`config.mk`:
```
export PLATFORM = sky130hd
export DESIGN_NAME = vend_credit_fsm
export DESIGN_NICKNAME = d
export VERILOG_FILES = /design/src/rtl/vend_credit_fsm.sv
export SDC_FILE = /design/constraint.sdc
export NUM_CORES = 1
export LEC_CHECK = 0
export ABC_AREA = 1
export CAP_MARGIN = 20
export CORE_MARGIN = 1.5
export CORE_UTILIZATION = 52
export CTS_CLUSTER_DIAMETER = 30
export DETAILED_ROUTE_END_ITERATION = 12
export PLACE_DENSITY = 0.85
export SLEW_MARGIN = 20
export SYNTH_ARGS = -nofsm -noshare
export SYNTH_HDL_FRONTEND = slang
export SYNTH_SLANG_ARGS = --single-unit
```
`constraint.sdc`:
```
create_clock -name clk -period 2.44 [get_ports clk]
set_clock_uncertainty 0.15 [all_clocks]
set_input_delay 0.244 -clock clk [delete_from_list [all_inputs] [get_ports clk]]
set_output_delay 0.244 -clock clk [all_outputs]
set_load 0.02 [all_outputs]
```
`src/rtl/vend_credit_fsm.sv`:
```
`default_nettype none
// ============================================================================
// Module   : vend_credit_fsm
// Brief    : Coin-credit vending controller with serial change payout.
// Revision : 1.0 - initial release
// ============================================================================
module vend_credit_fsm #(
  parameter int                  W          = 8,
  parameter int                  NPROD      = 4,
  parameter logic [NPROD*W-1:0]  PRICES     = {8'd7, 8'd5, 8'd3, 8'd2},
  parameter int                  MAX_CREDIT = 20,
  parameter int                  CHG_BIG    = 5,
  localparam int                 IW         = $clog2(NPROD)
) (
  input  logic          clk,
  input  logic          reset,
  input  logic          coin_valid,
  input  logic [W-1:0]  coin_val,
  input  logic          sel_valid,
  input  logic [IW-1:0] sel_idx,
  input  logic          cancel,
  input  logic          chg_ready,
  output logic [W-1:0]  credit,
  output logic          vend_valid,
  output logic [IW-1:0] vend_idx,
  output logic          short_err,
  output logic          coin_reject,
  output logic          chg_valid,
  output logic [W-1:0]  chg_coin
);

  localparam int         c_ntab       = 2 ** IW;
  localparam logic [W:0] c_max_credit = (W+1)'(MAX_CREDIT);
  localparam logic [W-1:0] c_chg_big  = W'(CHG_BIG);
  localparam logic [W-1:0] c_chg_one  = W'(1);

  typedef enum logic [0:0] {
    ST_CREDIT = 1'b0,
    ST_CHANGE = 1'b1
  } state_t;

  state_t          r_state, w_state_d;
  logic [W-1:0]    r_credit, w_credit_d;
  logic            r_vend_valid, w_vend_valid_d;
  logic [IW-1:0]   r_vend_idx, w_vend_idx_d;
  logic            r_short_err, w_short_err_d;
  logic            r_coin_reject, w_coin_reject_d;
  logic            r_chg_valid, w_chg_valid_d;
  logic [W-1:0]    r_chg_coin, w_chg_coin_d;

  // Table padded to a power of two so any sel_idx value can index it safely.
  logic [W-1:0]    w_price_tab [c_ntab];
  logic [c_ntab-1:0] w_idx_ok;
  logic [W-1:0]    w_price;
  logic [W:0]      w_sum;
  logic [W-1:0]    w_after_vend;
  logic [W-1:0]    w_after_chg;

  generate
    for (genvar i = 0; i < c_ntab; i++) begin : g_tab
      if (i < NPROD) begin : g_real
        assign w_price_tab[i] = PRICES[i*W +: W];
        assign w_idx_ok[i]    = 1'b1;
      end else begin : g_pad
        assign w_price_tab[i] = '0;
        assign w_idx_ok[i]    = 1'b0;
      end
    end
  endgenerate

  function automatic logic [W-1:0] f_coin_for(input logic [W-1:0] c);
    return (c >= c_chg_big) ? c_chg_big : c_chg_one;
  endfunction

  assign w_price      = w_price_tab[sel_idx];
  assign w_sum        = {1'b0, r_credit} + {1'b0, coin_val};
  assign w_after_vend = r_credit - w_price;
  assign w_after_chg  = r_credit - r_chg_coin;

  always_comb begin
    w_state_d       = r_state;
    w_credit_d      = r_credit;
    w_vend_valid_d  = 1'b0;
    w_vend_idx_d    = r_vend_idx;
    w_short_err_d   = 1'b0;
    w_coin_reject_d = 1'b0;
    w_chg_valid_d   = r_chg_valid;
    w_chg_coin_d    = r_chg_coin;
    case (r_state)
      ST_CREDIT: begin
        w_chg_valid_d = 1'b0;
        w_chg_coin_d  = '0;
        if (cancel) begin
          w_coin_reject_d = coin_valid;
          if (r_credit != '0) begin
            w_state_d     = ST_CHANGE;
            w_chg_valid_d = 1'b1;
            w_chg_coin_d  = f_coin_for(r_credit);
          end
        end else if (sel_valid) begin
          w_coin_reject_d = coin_valid;
          if (!w_idx_ok[sel_idx] || (r_credit < w_price)) begin
            w_short_err_d = 1'b1;
          end else begin
            w_vend_valid_d = 1'b1;
            w_vend_idx_d   = sel_idx;
            w_credit_d     = w_after_vend;
            if (w_after_vend != '0) begin
              w_state_d     = ST_CHANGE;
              w_chg_valid_d = 1'b1;
              w_chg_coin_d  = f_coin_for(w_after_vend);
            end
          end
        end else if (coin_valid) begin
          if (w_sum <= c_max_credit) w_credit_d = w_sum[W-1:0];
          else                       w_coin_reject_d = 1'b1;
        end
      end
      ST_CHANGE: begin
        w_coin_reject_d = coin_valid;
        if (r_chg_valid && chg_ready) begin
          w_credit_d = w_after_chg;
          if (w_after_chg == '0) begin
            w_state_d     = ST_CREDIT;
            w_chg_valid_d = 1'b0;
            w_chg_coin_d  = '0;
          end else begin
            w_chg_coin_d  = f_coin_for(w_after_chg);
          end
        end
      end
      default: w_state_d = ST_CREDIT;
    endcase
  end

  always_ff @(posedge clk or posedge reset) begin
    if (reset) begin
      r_state       <= ST_CREDIT;
      r_credit      <= '0;
      r_vend_valid  <= 1'b0;
      r_vend_idx    <= '0;
      r_short_err   <= 1'b0;
      r_coin_reject <= 1'b0;
      r_chg_valid   <= 1'b0;
      r_chg_coin    <= '0;
    end else begin
      r_state       <= w_state_d;
      r_credit      <= w_credit_d;
      r_vend_valid  <= w_vend_valid_d;
      r_vend_idx    <= w_vend_idx_d;
      r_short_err   <= w_short_err_d;
      r_coin_reject <= w_coin_reject_d;
      r_chg_valid   <= w_chg_valid_d;
      r_chg_coin    <= w_chg_coin_d;
    end
  end

  assign credit      = r_credit;
  assign vend_valid  = r_vend_valid;
  assign vend_idx    = r_vend_idx;
  assign short_err   = r_short_err;
  assign coin_reject = r_coin_reject;
  assign chg_valid   = r_chg_valid;
  assign chg_coin    = r_chg_coin;

endmodule
`default_nettype wire

```
# [After elaboration in Yosys (flattened, before gate mapping)]
# Cells that the tools add are included.
[classes] add_sub_neg=3 multipliers=0 n_div=0 order_cmp=7 eq_ne=6 n_shift=0 n_mux=47 bitwise_logic=4 reduce_logical=9
[op_table] operator="2-to-1 mux 8 bit" n=10
[op_table] operator="case mux 8 bit (2 select lines)" n=2
[op_table] operator=">= comparator 8 x 3 -> 1 bit (second input constant)" n=3
[op_table] operator="2-to-1 mux 3 bit" n=8
[op_table] operator="2-to-1 mux 1 bit" n=22
[op_table] operator="binary-select mux 8 bit (select 2 bit)" n=1
[op_table] operator="nonzero test 8 bit" n=2
[op_table] operator="subtractor 8 bit" n=2
[op_table] operator="adder 8 x 8 -> 9 bit" n=1
[op_table] operator="<= comparator 9 x 5 -> 1 bit (second input constant)" n=1
[op_table] operator="!= test 3 bit (second input constant)" n=3
[op_table] operator="logical NOT 8 bit" n=1
[op_table] operator="less-than comparator 8 bit" n=1
[op_table] operator="case mux 1 bit (2 select lines)" n=3
[op_table] operator="AND reduction 5 bit" n=1
[op_table] operator="!= test 2 x 1 -> 1 bit (second input constant)" n=2
[op_table] operator="AND reduction 4 bit" n=1
[op_table] operator=">= comparator 3 bit (second input constant)" n=1
[op_table] operator="less-than comparator 2 x 3 -> 1 bit (second input constant)" n=1
[op_table] operator="inverter 1 bit" n=3
[op_table] operator="inverter 2 -> 3 bit" n=1
[op_table] operator="binary-select mux 1 bit (select 2 bit)" n=1
[op_table] operator="!= test 2 bit (second input constant)" n=1
[op_table] operator="AND reduction 2 bit" n=1
[op_table] operator="other kinds (3)" n=3
[word_totals] ff_bits=23 latchBits=0 mem_bits_rw=0 rom_bits=0 input_bits=16 output_inout_bits=22 word_cells=84 memories=0

# [Depth between registers and ports, before layout]
[logic_depth] word_depth=12 depth_mapped=16

# [Least setup slack after synthesis]
# OpenSTA, ideal clock, no wires.
[synth_path] kind="reg2reg" startpoint="reg r_credit[0], in the netlist credit[0]" endpoint="reg r_credit[3], in the netlist credit[3]" setup_time_ps=118 t_arrival_ps=2095 setup_slack_ps=77 stages_incl_launch_ff=12 n_path_buf=0 synth_period_minus_slack_ps=2363 cell_sequence="dfrtp_1 > ha_1 > fa_1 > or2_2 > nand2_1 > nand3_1 > a21oi_2 > nand3_2 > nand2_4 > nand2_4 > nand2_1 > nand2_1"
[synth_between] elab_chain_cells=6
[synth_rtl] element="start: declaration" line="43" rtl="logic [W-1:0] r_credit, w_credit_d;"
[synth_rtl] element="start signal: assignment" line="148" rtl="r_credit <= w_credit_d;"
[synth_rtl] element="parallel branches: the longest is 6 deep, another holds adder 8 x 8 -> 9 bit"
# Parallel ways; which one is timed is not known. The select of a mux whose other input is x is not followed.
# A chain may end at the register's enable or synchronous reset.

# [Worst setup path in the final report]
[layout_path] startpoint="reg r_credit[0], in the netlist credit[0]" endpoint="reg r_credit[6], in the netlist credit[6]"
# The elaborated chain is that of the path after synthesis.

==> impl_metrics.env <==
export IMPL_synth_distinct_cells=32
export IMPL_areaGrowthSynthToFinish_pct=31.3
export IMPL_cts_tree="yes"
export IMPL_maxSlewViolCount=0
export IMPL_crit_required_ns=2.50
export IMPL_initial_core_util_pct=54.7
export IMPL_track_usage_pct=27.7
export IMPL_yosys_warnings=0
export IMPL_async_reset_ff_share_pct=100
export IMPL_min_period_over_period_pct=96.4
export IMPL_powerDensity_nw_per_um2=1340
export IMPL_critical_path_startpoint_type="flip-flop"
export IMPL_synth_seq_cells=17
export IMPL_drtPass1Iterations=4
export IMPL_finalSetupViolations=0
export IMPL_clock_tree_buffer_depth=2
export IMPL_port_buffers=31
export IMPL_path_max_fanout=8
export IMPL_yosysSeqAreaShare_pct=23.0
export IMPL_postSynthAreaPerCell_sq_um=6.39
export IMPL_setup_slack_ns=0.0878
export IMPL_core_region_area_sq_um=3390
export IMPL_synth_flop_cell="dfrtp_1"
export IMPL_post_dp_cell_area_sq_um=2290
export IMPL_syn_cell_area_sq_um=1850
export IMPL_status="complete, no violations"
export IMPL_root_buffer="clkbuf_4"
export IMPL_route_met3_wl_microns=375
export IMPL_route_met2_wl_mm=2.44
export IMPL_layout_nets=373
export IMPL_drt_iter0_drc=157
export IMPL_num_io_pins=38
export IMPL_cts_reportedPaths_clkPinSlew_ns=0.12
export IMPL_drt_vias_per_instance=5.28
export IMPL_route_detailed_drc=0
export IMPL_vias=2038
export IMPL_antenna_found_initial=0
export IMPL_crit_arrival_ns=2.41
export IMPL_clock_sink_count=17
export IMPL_insertion_delay_ns=0.31
export IMPL_rows=21
export IMPL_r2r_setup_slack_ns=0.09
export IMPL_ir_drop_mv=0.908
export IMPL_path_class="reg2reg"
export IMPL_fin_tns_setup_ns=0
export IMPL_hpwl_mm=4.00
export IMPL_die_area_sq_um=3930
export IMPL_syn_inst=290
export IMPL_max_freq_mhz=425
export IMPL_ant_nets=0
export IMPL_grt_overflow=0
export IMPL_post_route_util_pct=71.8
export IMPL_grt_pass1_vias=1902
export IMPL_grt_pass1_wl_mm=8.63
export IMPL_pre_cts_slack_ns=-0.276
export IMPL_synth_largest_area_cell="dfrtp_1"
export IMPL_grt_setup_unrepaired="true"
export IMPL_grt_max_degree=18
export IMPL_htree_levels=1
export IMPL_synth_edff_count=0
export IMPL_routed_wl_mm=5.18
export IMPL_fp_dieW_microns=62.7
export IMPL_worst_pin_slew_ns=0.682
export IMPL_drv_cap=0
export IMPL_slew_headroom_pct=54.5
export IMPL_wl_met1_mm=2.26
export IMPL_total_leakage_power_nw=1.26
export IMPL_n_fill_cell=286
export IMPL_diodes=0
export IMPL_die_h_microns=62.7
export IMPL_p_total_mw=3.26
export IMPL_dr_max_layer_used="met4"
export IMPL_drive_gt1_share_pct=16.8
export IMPL_routedWlPerCell_microns=13.4
export IMPL_layout_min_cycle_time_ns=2.35
export IMPL_synthTopCellsByArea="dfrtp_1, nand2_1, ha_1"
export IMPL_yosys_area_top_type_share_pct=23.0
export IMPL_endpoint_kind="flip-flop"
export IMPL_cts_made_buffers=3
export IMPL_hold_violations=0
export IMPL_hold_path_class="in2async"
export IMPL_gp_congestion=1.12
export IMPL_design_area_sq_um=2430
## synth_stat cells (2+ instances only)
cell and number:
buf_4 6, nor3_1 2, a21oi_1 7, xnor2_1 2
or2_2 3, mux2i_1 2, nand4_1 6, ha_1 14
inv_1 42, a21oi_2 2, nand2_2 2, clkbuf_1 2
nand2_4 2, dfrtp_1 17, nor2_2 3, nor2_1 23
xor2_1 6, nand2_1 86, o21ai_0 16, nand3_1 33
nand3_2 2, fa_1 2
## power by group
part / internal, mW / switching, mW / leakage [nW]
Combinational: 1.07 / 1.50 / 1.04
Sequential: 0.389 / 0.128 / 0.203
Clock: 0.0613 / 0.108 / 0.0177
Total: 1.52 / 1.74 / 1.26
## registers in the layout (all words and copies together) (netlist names)
name / count
credit: 8
chg_coin: 2
vend_valid: 1
coin_reject: 1
r_state: 1
vend_idx: 2
short_err: 1
chg_valid: 1
## kinds of logic (layout without fill, tap and decap cells)
group           after synthesis  after routing  synth area share, %
fa+ha+maj                    16             16                 11.6
buf+inv                      53             98                 12.0
other cells                   1              6                0.202
xor+xnor                      8              8                 3.78
flops                        17             17                 23.0
simple gates                165            165                 40.0
mux                           2              2                 1.08
compound gates               28             28                 8.37
## layout by cell type, fill, tap and decap left out, types with 5 or more instances in the layout
master / netlist / layout
inv_1: 42 / 41
o21ai_0: 16 / 16
xor2_1: 6 / 5
nand3_1: 33 / 32
nand2_1: 86 / 80
nand4_1: 6 / 6
ha_1: 14 / 11
dfrtp_1: 17 / 15
conb_1: 1 / 6
buf_4: 6 / 17
a21oi_1: 7 / 6
clkdlybuf4s50_1: 0 / 31
nor2_1: 23 / 22
nand2_2: 2 / 8
## final cells by class
| type | instances | area (sq um) | area share [%] |
|---|---|---|---|
| flip-flops and latches | 17 | 428 | 17.6 |
| clock buffers | 3 | 22.5 | 0.925 |
| repair buffers | 50 | 469 | 19.3 |
| well taps | 46 | 57.6 | 2.37 |
| inverters | 44 | 165 | 6.79 |
| clock inverters | 1 | 5.00 | 0.206 |
| multi-input cells | 225 | 1290 | 52.9 |
## critical path, cell delays in order, from the launching register on
cell and delay (ns):
dfrtp_1 0.42, ha_2 0.21, fa_2 0.46, or2_4 0.24
nand2_2 0.07, nand3_2 0.08, a21oi_2 0.13, nand3_2 0.12
nand2_4 0.17, nand2_8 0.09, nand2_2 0.07, nand2_1 0.06
## worst paths after layout
check                            start          end  depth (start not counted)
min reg2reg                vend_idx[1]  vend_idx[1]                          2
min in group clk           vend_idx[1]  vend_idx[1]                          2
max in group asynchronous        reset    credit[2]                          2
max reg2reg                  credit[0]    credit[6]                         11
max                          credit[0]    credit[6]                         11
min                              reset  chg_coin[0]                          2
## per-stage QoR
step                      hold slack, ns  std cells
final                              0.172        386
after global routing               0.262        386
after CTS                          0.202        385
after detailed placement           0.326        378
after global placement             0.326        378
after floorplan                   0.0201        295
## timing repair
action | in CTS | in global routing
setup buffers | 3 | 1
endpoints found under the hold margin | 0 | 0
endpoints found under the setup margin | 5 | 14
pin swaps | 0 | 9
resized for setup | 0 | 22
hold buffers | 0 | 0
## per-layer routing
| layer | track usage, % | vias up |
|---|---|---|
| li1 | - | 1022 |
| met1 | 36.4 | 904 |
| met2 | 45.3 | 95 |
| met3 | 6.49 | 17 |
| met4 | 8.33 | 0 |
| met5 | 0 | - |
(Power assumes the default switching activity.)
